--- src/rtl/rr_input_queue_pkg.sv ---
// Shared sizing defaults and port-index type for the round-robin input queue and its arbiter.
package rr_pkg;
    localparam int unsigned RR_NUM_PORTS = 4;
    localparam int unsigned RR_DATA_W    = 8;
    localparam int unsigned RR_DEPTH     = 4;
    localparam int unsigned PORT_IDX_W   = 2;

    typedef logic [PORT_IDX_W-1:0] port_idx_t;
endpackage

--- src/rtl/rr_input_queue_if.sv ---
// Requestor/arbiter/output bundle of the round-robin input queue.
interface rr_input_queue_if
    import rr_pkg::*;
#(
    parameter int unsigned NUM_PORTS = RR_NUM_PORTS,
    parameter int unsigned DATA_W    = RR_DATA_W
);
    logic                        enable;
    logic [NUM_PORTS-1:0]        in_valid;
    logic [NUM_PORTS*DATA_W-1:0] in_data;
    logic [NUM_PORTS-1:0]        in_ready;
    logic [NUM_PORTS-1:0]        req_vector;
    logic [NUM_PORTS-1:0]        grant_vector;
    logic                        out_valid;
    logic [DATA_W-1:0]           out_data;
    port_idx_t                   out_port;
    logic [NUM_PORTS-1:0]        ovf_flag;
    logic                        grant_err;

    modport master (
        output enable, in_valid, in_data, grant_vector,
        input  in_ready, req_vector, out_valid, out_data, out_port, ovf_flag, grant_err
    );

    modport slave (
        input  enable, in_valid, in_data, grant_vector,
        output in_ready, req_vector, out_valid, out_data, out_port, ovf_flag, grant_err
    );
endinterface

--- src/rtl/rr_input_queue_fifo.sv ---
// Single per-port FIFO; caller guarantees push only when not full and pop only when not empty.
module rr_port_fifo
    import rr_pkg::*;
#(
    parameter int unsigned DATA_W = RR_DATA_W,
    parameter int unsigned DEPTH  = RR_DEPTH
) (
    input  logic              i_clk,
    input  logic              i_rst,
    input  logic              i_push,
    input  logic              i_pop,
    input  logic [DATA_W-1:0] i_data,
    output logic [DATA_W-1:0] o_head,
    output logic              o_empty,
    output logic              o_full
);
    localparam int unsigned AW = $clog2(DEPTH);
    localparam int unsigned CW = AW + 1;

    logic [DATA_W-1:0] r_mem [DEPTH];
    logic [AW-1:0]     r_wr_ptr;
    logic [AW-1:0]     r_rd_ptr;
    logic [CW-1:0]     r_count;

    // Storage carries no reset; stale contents are unreachable once pointers clear.
    always_ff @(posedge i_clk) begin
        if (i_push) begin
            r_mem[r_wr_ptr] <= i_data;
        end
    end

    always_ff @(posedge i_clk) begin
        if (i_rst) begin
            r_wr_ptr <= '0;
            r_rd_ptr <= '0;
            r_count  <= '0;
        end else begin
            if (i_push) r_wr_ptr <= r_wr_ptr + AW'(1);
            if (i_pop)  r_rd_ptr <= r_rd_ptr + AW'(1);
            case ({i_push, i_pop})
                2'b10:   r_count <= r_count + CW'(1);
                2'b01:   r_count <= r_count - CW'(1);
                default: r_count <= r_count;
            endcase
        end
    end

    assign o_head  = r_mem[r_rd_ptr];
    assign o_empty = (r_count == '0);
    assign o_full  = (r_count == CW'(DEPTH));
endmodule

--- src/rtl/rr_input_queue.sv ---
// Per-port input queues feeding an external round-robin arbiter; forwards one granted head per cycle.
module rr_input_queue
    import rr_pkg::*;
#(
    parameter int unsigned NUM_PORTS = RR_NUM_PORTS,
    parameter int unsigned DATA_W    = RR_DATA_W,
    parameter int unsigned DEPTH     = RR_DEPTH
) (
    input  logic         i_clk,
    input  logic         i_rst,
    rr_input_queue_if.slave bus
);
    logic [NUM_PORTS-1:0] w_full;
    logic [NUM_PORTS-1:0] w_empty;
    logic [NUM_PORTS-1:0] w_push;
    logic [NUM_PORTS-1:0] w_pop;
    logic [NUM_PORTS-1:0] w_new_g;
    logic [NUM_PORTS-1:0] w_ovf_set;
    logic                 w_multi;
    logic [DATA_W-1:0]    w_head [NUM_PORTS];
    logic [DATA_W-1:0]    w_sel_data;
    port_idx_t            w_sel_port;

    logic [NUM_PORTS-1:0] r_grant_q;
    logic                 r_out_valid;
    logic [DATA_W-1:0]    r_out_data;
    port_idx_t            r_out_port;
    logic [NUM_PORTS-1:0] r_ovf;
    logic                 r_grant_err;

    // A write to a full port is dropped even if that port also pops this cycle.
    assign w_push    = bus.in_valid & ~w_full;
    assign w_ovf_set = bus.in_valid & w_full;
    assign w_new_g   = bus.grant_vector & ~r_grant_q;
    assign w_multi   = (bus.grant_vector & (bus.grant_vector - NUM_PORTS'(1))) != '0;
    assign w_pop     = {NUM_PORTS{bus.enable & ~w_multi}} & w_new_g & ~w_empty;

    for (genvar g = 0; g < NUM_PORTS; g++) begin : g_fifo
        rr_port_fifo #(
            .DATA_W (DATA_W),
            .DEPTH  (DEPTH)
        ) u_fifo (
            .i_clk   (i_clk),
            .i_rst   (i_rst),
            .i_push  (w_push[g]),
            .i_pop   (w_pop[g]),
            .i_data  (bus.in_data[g*DATA_W +: DATA_W]),
            .o_head  (w_head[g]),
            .o_empty (w_empty[g]),
            .o_full  (w_full[g])
        );
    end

    // Pop select; w_pop is at most one-hot because multi-bit grants are blocked.
    always_comb begin
        w_sel_data = '0;
        w_sel_port = '0;
        for (int i = 0; i < NUM_PORTS; i++) begin
            if (w_pop[i]) begin
                w_sel_data = w_head[i];
                w_sel_port = port_idx_t'(i);
            end
        end
    end

    always_ff @(posedge i_clk) begin
        if (i_rst) begin
            r_grant_q   <= '0;
            r_out_valid <= 1'b0;
            r_out_data  <= '0;
            r_out_port  <= '0;
            r_ovf       <= '0;
            r_grant_err <= 1'b0;
        end else begin
            r_grant_q   <= bus.grant_vector;
            r_out_valid <= |w_pop;
            if (|w_pop) begin
                r_out_data <= w_sel_data;
                r_out_port <= w_sel_port;
            end
            r_ovf       <= r_ovf | w_ovf_set;
            r_grant_err <= r_grant_err | w_multi;
        end
    end

    assign bus.in_ready   = ~w_full;
    assign bus.req_vector = {NUM_PORTS{bus.enable}} & ~w_empty;
    assign bus.out_valid  = r_out_valid;
    assign bus.out_data   = r_out_data;
    assign bus.out_port   = r_out_port;
    assign bus.ovf_flag   = r_ovf;
    assign bus.grant_err  = r_grant_err;
endmodule

--- src/flat_wrapper.sv ---
// flat-port wrapper written by rule: the top's interface ports become plain ports
module rr_input_queue_flat import rr_pkg::*;
#(
    parameter int unsigned NUM_PORTS = RR_NUM_PORTS,
    parameter int unsigned DATA_W    = RR_DATA_W,
    parameter int unsigned DEPTH     = RR_DEPTH
)
  (i_clk, i_rst, bus_enable, bus_in_valid, bus_in_data, bus_grant_vector, bus_in_ready, bus_req_vector, bus_out_valid, bus_out_data, bus_out_port, bus_ovf_flag, bus_grant_err);
  rr_input_queue_if #(.NUM_PORTS(NUM_PORTS), .DATA_W(DATA_W)) bus_i ();
  input  logic i_clk;
  input  logic i_rst;
  input wire logic [$bits(bus_i.enable)-1:0] bus_enable;
  input wire logic [$bits(bus_i.in_valid)-1:0] bus_in_valid;
  input wire logic [$bits(bus_i.in_data)-1:0] bus_in_data;
  input wire logic [$bits(bus_i.grant_vector)-1:0] bus_grant_vector;
  output wire logic [$bits(bus_i.in_ready)-1:0] bus_in_ready;
  output wire logic [$bits(bus_i.req_vector)-1:0] bus_req_vector;
  output wire logic [$bits(bus_i.out_valid)-1:0] bus_out_valid;
  output wire logic [$bits(bus_i.out_data)-1:0] bus_out_data;
  output wire logic [$bits(bus_i.out_port)-1:0] bus_out_port;
  output wire logic [$bits(bus_i.ovf_flag)-1:0] bus_ovf_flag;
  output wire logic [$bits(bus_i.grant_err)-1:0] bus_grant_err;
  assign bus_i.enable = bus_enable;
  assign bus_i.in_valid = bus_in_valid;
  assign bus_i.in_data = bus_in_data;
  assign bus_i.grant_vector = bus_grant_vector;
  assign bus_in_ready = bus_i.in_ready;
  assign bus_req_vector = bus_i.req_vector;
  assign bus_out_valid = bus_i.out_valid;
  assign bus_out_data = bus_i.out_data;
  assign bus_out_port = bus_i.out_port;
  assign bus_ovf_flag = bus_i.ovf_flag;
  assign bus_grant_err = bus_i.grant_err;
  rr_input_queue #(.NUM_PORTS(NUM_PORTS), .DATA_W(DATA_W), .DEPTH(DEPTH)) u_core (.i_clk(i_clk), .i_rst(i_rst), .bus(bus_i));
endmodule
--- config.mk ---
export PLATFORM = sky130hd
export DESIGN_NAME = rr_input_queue_flat
export DESIGN_NICKNAME = d
export VERILOG_FILES = /design/src/rtl/rr_input_queue_pkg.sv /design/src/rtl/rr_input_queue_if.sv /design/src/rtl/rr_input_queue_fifo.sv /design/src/rtl/rr_input_queue.sv /design/src/flat_wrapper.sv
export SDC_FILE = /design/constraint.sdc
export NUM_CORES = 1
export LEC_CHECK = 0
export ABC_AREA = 1
export CAP_MARGIN = 15
export CORE_UTILIZATION = 57
export CTS_CLUSTER_SIZE = 20
export DETAILED_ROUTE_END_ITERATION = 8
export DONT_BUFFER_PORTS = 1
export PLACE_DENSITY = 0.75
export SETUP_SLACK_MARGIN = 0.02
export SYNTH_ARGS = -nofsm -noshare
export SYNTH_HDL_FRONTEND = slang
export SYNTH_SLANG_ARGS = --single-unit
--- constraint.sdc ---
create_clock -name i_clk -period 2.3 [get_ports i_clk]
set_input_delay 0.575 -clock i_clk [delete_from_list [all_inputs] [get_ports i_clk]]
set_output_delay 0.575 -clock i_clk [all_outputs]
set_load 0.005 [all_outputs]
# == Word level (Yosys, flattened, before mapping) ==
# Memories as Yosys holds them, arrays and structs flattened. A register that Yosys moved wholly into a read port is not among the register bits.
# Cells that the tools add are included.
# W data, S select, Z words.
# word_totals
regBits,48
mem_bits_rw,128
input_bits,43
output_inout_bits,24
word_cells,102
memories,4
# mem_list
memory,depth,word_bits,read_ports,rd_clocked_by_memory_dff,wr,line_no,rtl
u_core.g_fifo[0].u_fifo.r_mem,4,8,1,1,1,rr_input_queue_fifo.sv:20,logic [DATA_W-1:0] r_mem [DEPTH];
u_core.g_fifo[1].u_fifo.r_mem,4,8,1,1,1,rr_input_queue_fifo.sv:20,
u_core.g_fifo[2].u_fifo.r_mem,4,8,1,1,1,rr_input_queue_fifo.sv:20,
u_core.g_fifo[3].u_fifo.r_mem,4,8,1,1,1,rr_input_queue_fifo.sv:20,
# op_classes
add_sub_neg,17
eq_ne,12
n_mux,27
bitwise,14
reduce_logical,10
# op_table
operator,count
$mux W8,4
$and A4 B4 Y4,7
$pmux W3 S2,4
$mux W2,10
$add A2 B1 Y2 const B,8
$add A3 B1 Y3 const B,4
$eq A3 B3 Y1 const B,4
$logic_not A3 Y1,4
$not A4 Y4,3
$sub A3 B1 Y3 const B,4
$mux W1,9
$eq A2 B1 Y1 const B,4
$eq A2 B2 Y1 const B,4
$reduce_bool A2 Y1,4
$or A4 B4 Y4,1
$reduce_bool A4 Y1,1
$reduce_or A4 Y1,1
$sub A4 B1 Y4 const B,1
$and A1 B1 Y1,1
$not A1 Y1,1
$or A1 B1 Y1,1

# == Longest topological paths before layout ==
# logic_depth
word_depth,11
ltp_mapped,12
mapped_depth_nobuf,12

# == Modules after synthesis ==
# Synthesis repeated with hierarchy kept, for this count alone.
# unflattened
hier_cells,717
area_unflattened_um2,7731.2
# by_module_without_submodules
mod,instances,cells_per_inst,area_per_inst_um2,seq_area_each_um2
rr_port_fifo,4,134,1637.8,1141.1
rr_input_queue,1,181,1179.9,400.4

# == Worst setup path after synthesis ==
# Ideal clock, no wire load.
# synth_timing
path_kind,input to register
start,input bus_grant_vector[1]
end,register u_core.g_fifo[1].u_fifo.r_count[2]
setup_time_ps,122
arrival_ps,2234
required_time_ps,2178
setup_slack_ps,-56
path_stages,12
path_buffers,0
path_cell_list,inv_1 -> or2_0 -> nor2_2 -> nand2_2 -> clkinv_2 -> ha_1 -> inv_1 -> fa_1 -> a21oi_1 -> o21ai_0 -> o21ai_0 -> a21oi_1
# synth_via
elab_chain_cells,9
word_cells_on_any_way,12
cone_classes,1 x add/sub; 2 x eq/ne; 1 x mux; 6 x bitwise; 2 x reduce/logical
# synth_rtl
element,line_no,rtl
start: declaration,flat_wrapper.sv:15,input wire logic [$bits(bus_i.grant_vector)-1:0] bus_grant_vector;
$sub A4 B1 Y4,rr_input_queue.sv:35,assign w_multi = (bus.grant_vector & (bus.grant_vector - NUM_PORTS'(1))) != '0;
$and A4 B4 Y4,rr_input_queue.sv:35,
$reduce_bool A4 Y1,rr_input_queue.sv:35,
$not A1 Y1,rr_input_queue.sv:36,assign w_pop = {NUM_PORTS{bus.enable & ~w_multi}} & w_new_g & ~w_empty;
$and A1 B1 Y1,rr_input_queue.sv:36,
$and A4 B4 Y4 (*) (2 in series),rr_input_queue.sv:36,
$eq A2 B1 Y1 or $eq A2 B2 Y1 (tied branches),rr_input_queue_fifo.sv:40,"case ({i_push, i_pop})"
$pmux W3 S2 or $reduce_bool A2 Y1 (tied branches),n/a,
end signal: assignment,rr_input_queue_fifo.sv:41,2'b10: r_count <= r_count + CW'(1);
end signal: assignment,rr_input_queue_fifo.sv:42,2'b01: r_count <= r_count - CW'(1);
end signal: assignment,rr_input_queue_fifo.sv:43,default: r_count <= r_count;
end: declaration,rr_input_queue_fifo.sv:23,logic [CW-1:0] r_count;
# Mark *: on every way between the ends. The rest lies on a longest branch, timed or not.
# A chain may end at the register's enable or synchronous reset.

# == Worst setup path in the final report ==
# layout_timing
start,register u_core.g_fifo[2].u_fifo.r_count[0]
end,register u_core.g_fifo[2].u_fifo.r_count[2]
# layout_via
elab_chain_cells,5
word_cells_on_any_way,12
cone_classes,2 x add/sub; 3 x eq/ne; 1 x mux; 4 x bitwise; 2 x reduce/logical
# layout_rtl
element,line_no,rtl
start: declaration,rr_input_queue_fifo.sv:23,
start signal: assignment,rr_input_queue_fifo.sv:41,
start signal: assignment,rr_input_queue_fifo.sv:42,
start signal: assignment,rr_input_queue_fifo.sv:43,
$eq A3 B3 Y1 (*),rr_input_queue_fifo.sv:50,assign o_full = (r_count == CW'(DEPTH));
$not A4 Y4 (*),n/a,
net bus_in_ready[2],flat_wrapper.sv:16,output wire logic [$bits(bus_i.in_ready)-1:0] bus_in_ready;
$and A4 B4 Y4 (*),rr_input_queue.sv:32,assign w_push = bus.in_valid & ~w_full;
$eq A2 B1 Y1 or $eq A2 B2 Y1 (tied branches),rr_input_queue_fifo.sv:40,
$pmux W3 S2 or $reduce_bool A2 Y1 (tied branches),n/a,
# The timed path passes the listed nets; every way through them passes the cells marked *.

==> metrics <==
FF-to-FF path depth 10; core box area between 10000 and 15000 µm²; CTS Hold Buffers Added 0; worst slack at placement -0.0271 ns; Synth Area in Adders 4.26%; antenna cells 0; cells after synthesis 758; mux cell area share after synthesis 0%; switching share of power a little over a fifth; total gr overflow 0; vias 5317; Tightest Pin Transition 0.594 ns; Clk pin slew, worst setup/hold paths approximately 0.060 ns; final hold vios 0; sequential share of power roughly half; Compound-Gate Fraction of Synth Area between 8 and 9%; most frequent cells in the layout edfxtp_1 (128), nand2_1 (108), nor2_1 (103); die extent in x 119 µm; Critical Path Start Type register; Port-buffer cells 0; Pint 0.00583 W; Fin Clk Skew approximately 0.0077 ns; Comb power frac 7.1%; CTS Buffer Depth 2; CP Capture Point u_core.g_fifo[2].u_fifo.r_count[2]; vias in the first global route between 5000 and 6000; clock buffer count from CTS 17; Routed Antenna Nets 0; Starting DRT DRC Count 361; WP data arrival 2.42 ns; RSZ-0062 raised after global routing no; clk_lat worst skew 0.43 ns; switching pwr around 0.0016 W; Fmax between 400 and 500 MHz; IO Pins 67; clk sink count about 180; largest net degree at the start of global routing 26; Slew Limit Fails 0; setup_tns 0 ns; Initial Utilization 58.6%; status complete, no violations; Worst Min Path Start i_rst; P_leak 3.42 nW; initial antenna violation count 0; final wirelength 16400 µm; Final #Nets about 860; die footprint 14100 µm²; CP Capture Type register; PD cells 847 nW/µm²; Syn Nets slightly above 800; Remaining DRCs 0; Std-Cell Rows 42; #FFs+latches synth about 180; H-tree depth 4; Post-Synth XOR/XNOR Area 0%; worst endpoint required time between 2 and 3 ns; GRT Total Usage 25.0%; Die Height 119 µm; P&R area growth vs syn 13.3%; YS warnings 0; Clk network pwr share 42.2%; CP startpoint u_core.g_fifo[2].u_fifo.r_count[0]; min cycle time layout 2.10 ns; Max Cap Violations 0; Worst R2R Start u_core.g_fifo[2].u_fifo.r_count[0]; final setup violating endpoints 0; Setup CP Type reg2reg; Max rail drop VDD about 0.57 mV; clock root buffer clkbuf_16; r2r endpoint u_core.g_fifo[2].u_fifo.r_count[2]; first-pass GRT wire length 26300 µm; post-synth cell types 34; Initial DRT Pass Iterations 5; layout cell share with drive strength beyond 1 a little under an eighth; final worst-path cycle share 91.4%; post-DP HPWL 11600 µm; post-synthesis sequential area ratio 64.0%; final worst-path setup slack about 0.20 ns; Syn Area/Cell 10.2 µm²; post-synthesis cell area 7750 µm²; largest family of logic cells by synthesized area simple AND/OR/NAND/NOR gates; CTS tree done; Slew headroom 60.1%; internal reg-to-reg setup slack roughly 0.20 ns; share of synthesized cell area in and, or, nand and nor gates 16.8%; GP Congestion just under 0.8; Final Util 66.4%; class of the worst hold path in2reg; most common cell after layout, fill and taps aside edfxtp_1; Crit Path Max Fanout 9; wire length per cell 16.8 µm; Via density between 5 and 6
metal layers:
metal | global-route usage (%) | wire [µm] | vias to the layer above
li1 | - | - | 2581
met4 | 11.8 | 443 | 0
met2 | 41.6 | 8340 | 164
met3 | 7.87 | 1210 | 27
met5 | 0 | 0 | -
met1 | 29.4 | 6390 | 2545
power groups by stage:
stage | sequential [W] | combinational, W | clock (W)
after global placement | 0.00384 | 0.000495 | 0
after floorplan | 0.00382 | 0.000361 | 0
after CTS | 0.00378 | 0.000530 | 0.00317
final | 0.00378 | 0.000528 | 0.00314
after global routing | 0.00379 | 0.000592 | 0.00331
after detailed placement | 0.00384 | 0.000523 | 0
per-stage QoR:
step           std cells  hold WS (ns)  instance area (µm²)  total power [W]
2_1_floorplan        758         0.442                 7770          0.00418
3_3_place_gp         946         0.452                 8140          0.00433
3_5_place_dp         946         0.459                 8140          0.00437
4_1_cts              978         0.196                 8790          0.00748
5_1_grt              978         0.188                 8790          0.00769
6_report             978         0.206                 8790          0.00744
layout make-up:
| class | instances | area, µm² |
|---|---|---|
| Sequential cell | 184 | 4960 |
| Timing Repair Buffer | 33 | 248 |
| Clock buffer | 19 | 443 |
| Clock inverter | 13 | 200 |
| Fill cell | 979 | 4450 |
| Inverter | 104 | 398 |
| Multi-Input combinational cell | 449 | 2320 |
| Tap cell | 176 | 220 |
flip-flops by register name, indices dropped and copies added, names as in the netlist, named ones only:
register,cells
u_core.r_grant_q,4
u_core.bus.out_port,2
u_core.g_fifo.u_fifo.r_mem,128
u_core.g_fifo.u_fifo.r_count,12
u_core.g_fifo.u_fifo.r_rd_ptr,8
u_core.bus.out_valid,1
u_core.g_fifo.u_fifo.r_wr_ptr,8
u_core.bus.grant_err,1
u_core.bus.ovf_flag,4
u_core.bus.out_data,8
worst min-delay path by stage:
stage / end / depth (start not counted)
floorplan: register / 2
global placement: u_core.g_fifo[2].u_fifo.r_rd_ptr[1] / 2
detailed placement: u_core.bus.ovf_flag[3] / 2
CTS: u_core.bus.ovf_flag[0] / 1
global route: u_core.bus.out_data[4] / 1
finish: u_core.bus.out_data[4] / 1
synth_stat cells (all sizes together):
library cell / count / area share [%]
dfxtp: 56 / 14
nand3: 54 / 3.5
clkinv: 1 / 0.064
or2: 7 / 0.56
a21oi: 57 / 3.8
clkbuf: 7 / 0.34
nor2: 110 / 5.9
nand2: 113 / 5.5
o21a: 2 / 0.19
o211ai: 2 / 0.19
nand4: 10 / 0.81
fa: 4 / 1.0
inv: 103 / 5.0
o21ai: 63 / 4.2
ha: 20 / 3.2
o22ai: 3 / 0.24
buf: 14 / 0.92
edfxtp: 128 / 50
nor3: 4 / 0.45
worst max-delay path, stage by stage, from the launching register on:
cell and delay [ns]:
dfxtp_1 0.32, inv_1 0.15, nand3_1 0.14, nand2_1 0.24, ha_1 0.21, inv_1 0.08
fa_2 0.35, a21oi_1 0.18, o21ai_1 0.12, o21ai_1 0.14, a21oi_1 0.06
cells by family (layout without fill, tap and decap cells):
family,after synthesis,count (layout)
DFF,184,184
buffers and inverters,125,169
and+or+nand+nor,298,298
AOI/OAI and AO/OA,127,127
adders and majority gates,24,24
timing repair:
item                       4_1_cts  5_1_grt
setup endpoints to repair        0        1
setup buffers                    0        0
gates resized for setup          0        1
Note: power is estimated with default switching activity, not from simulation.
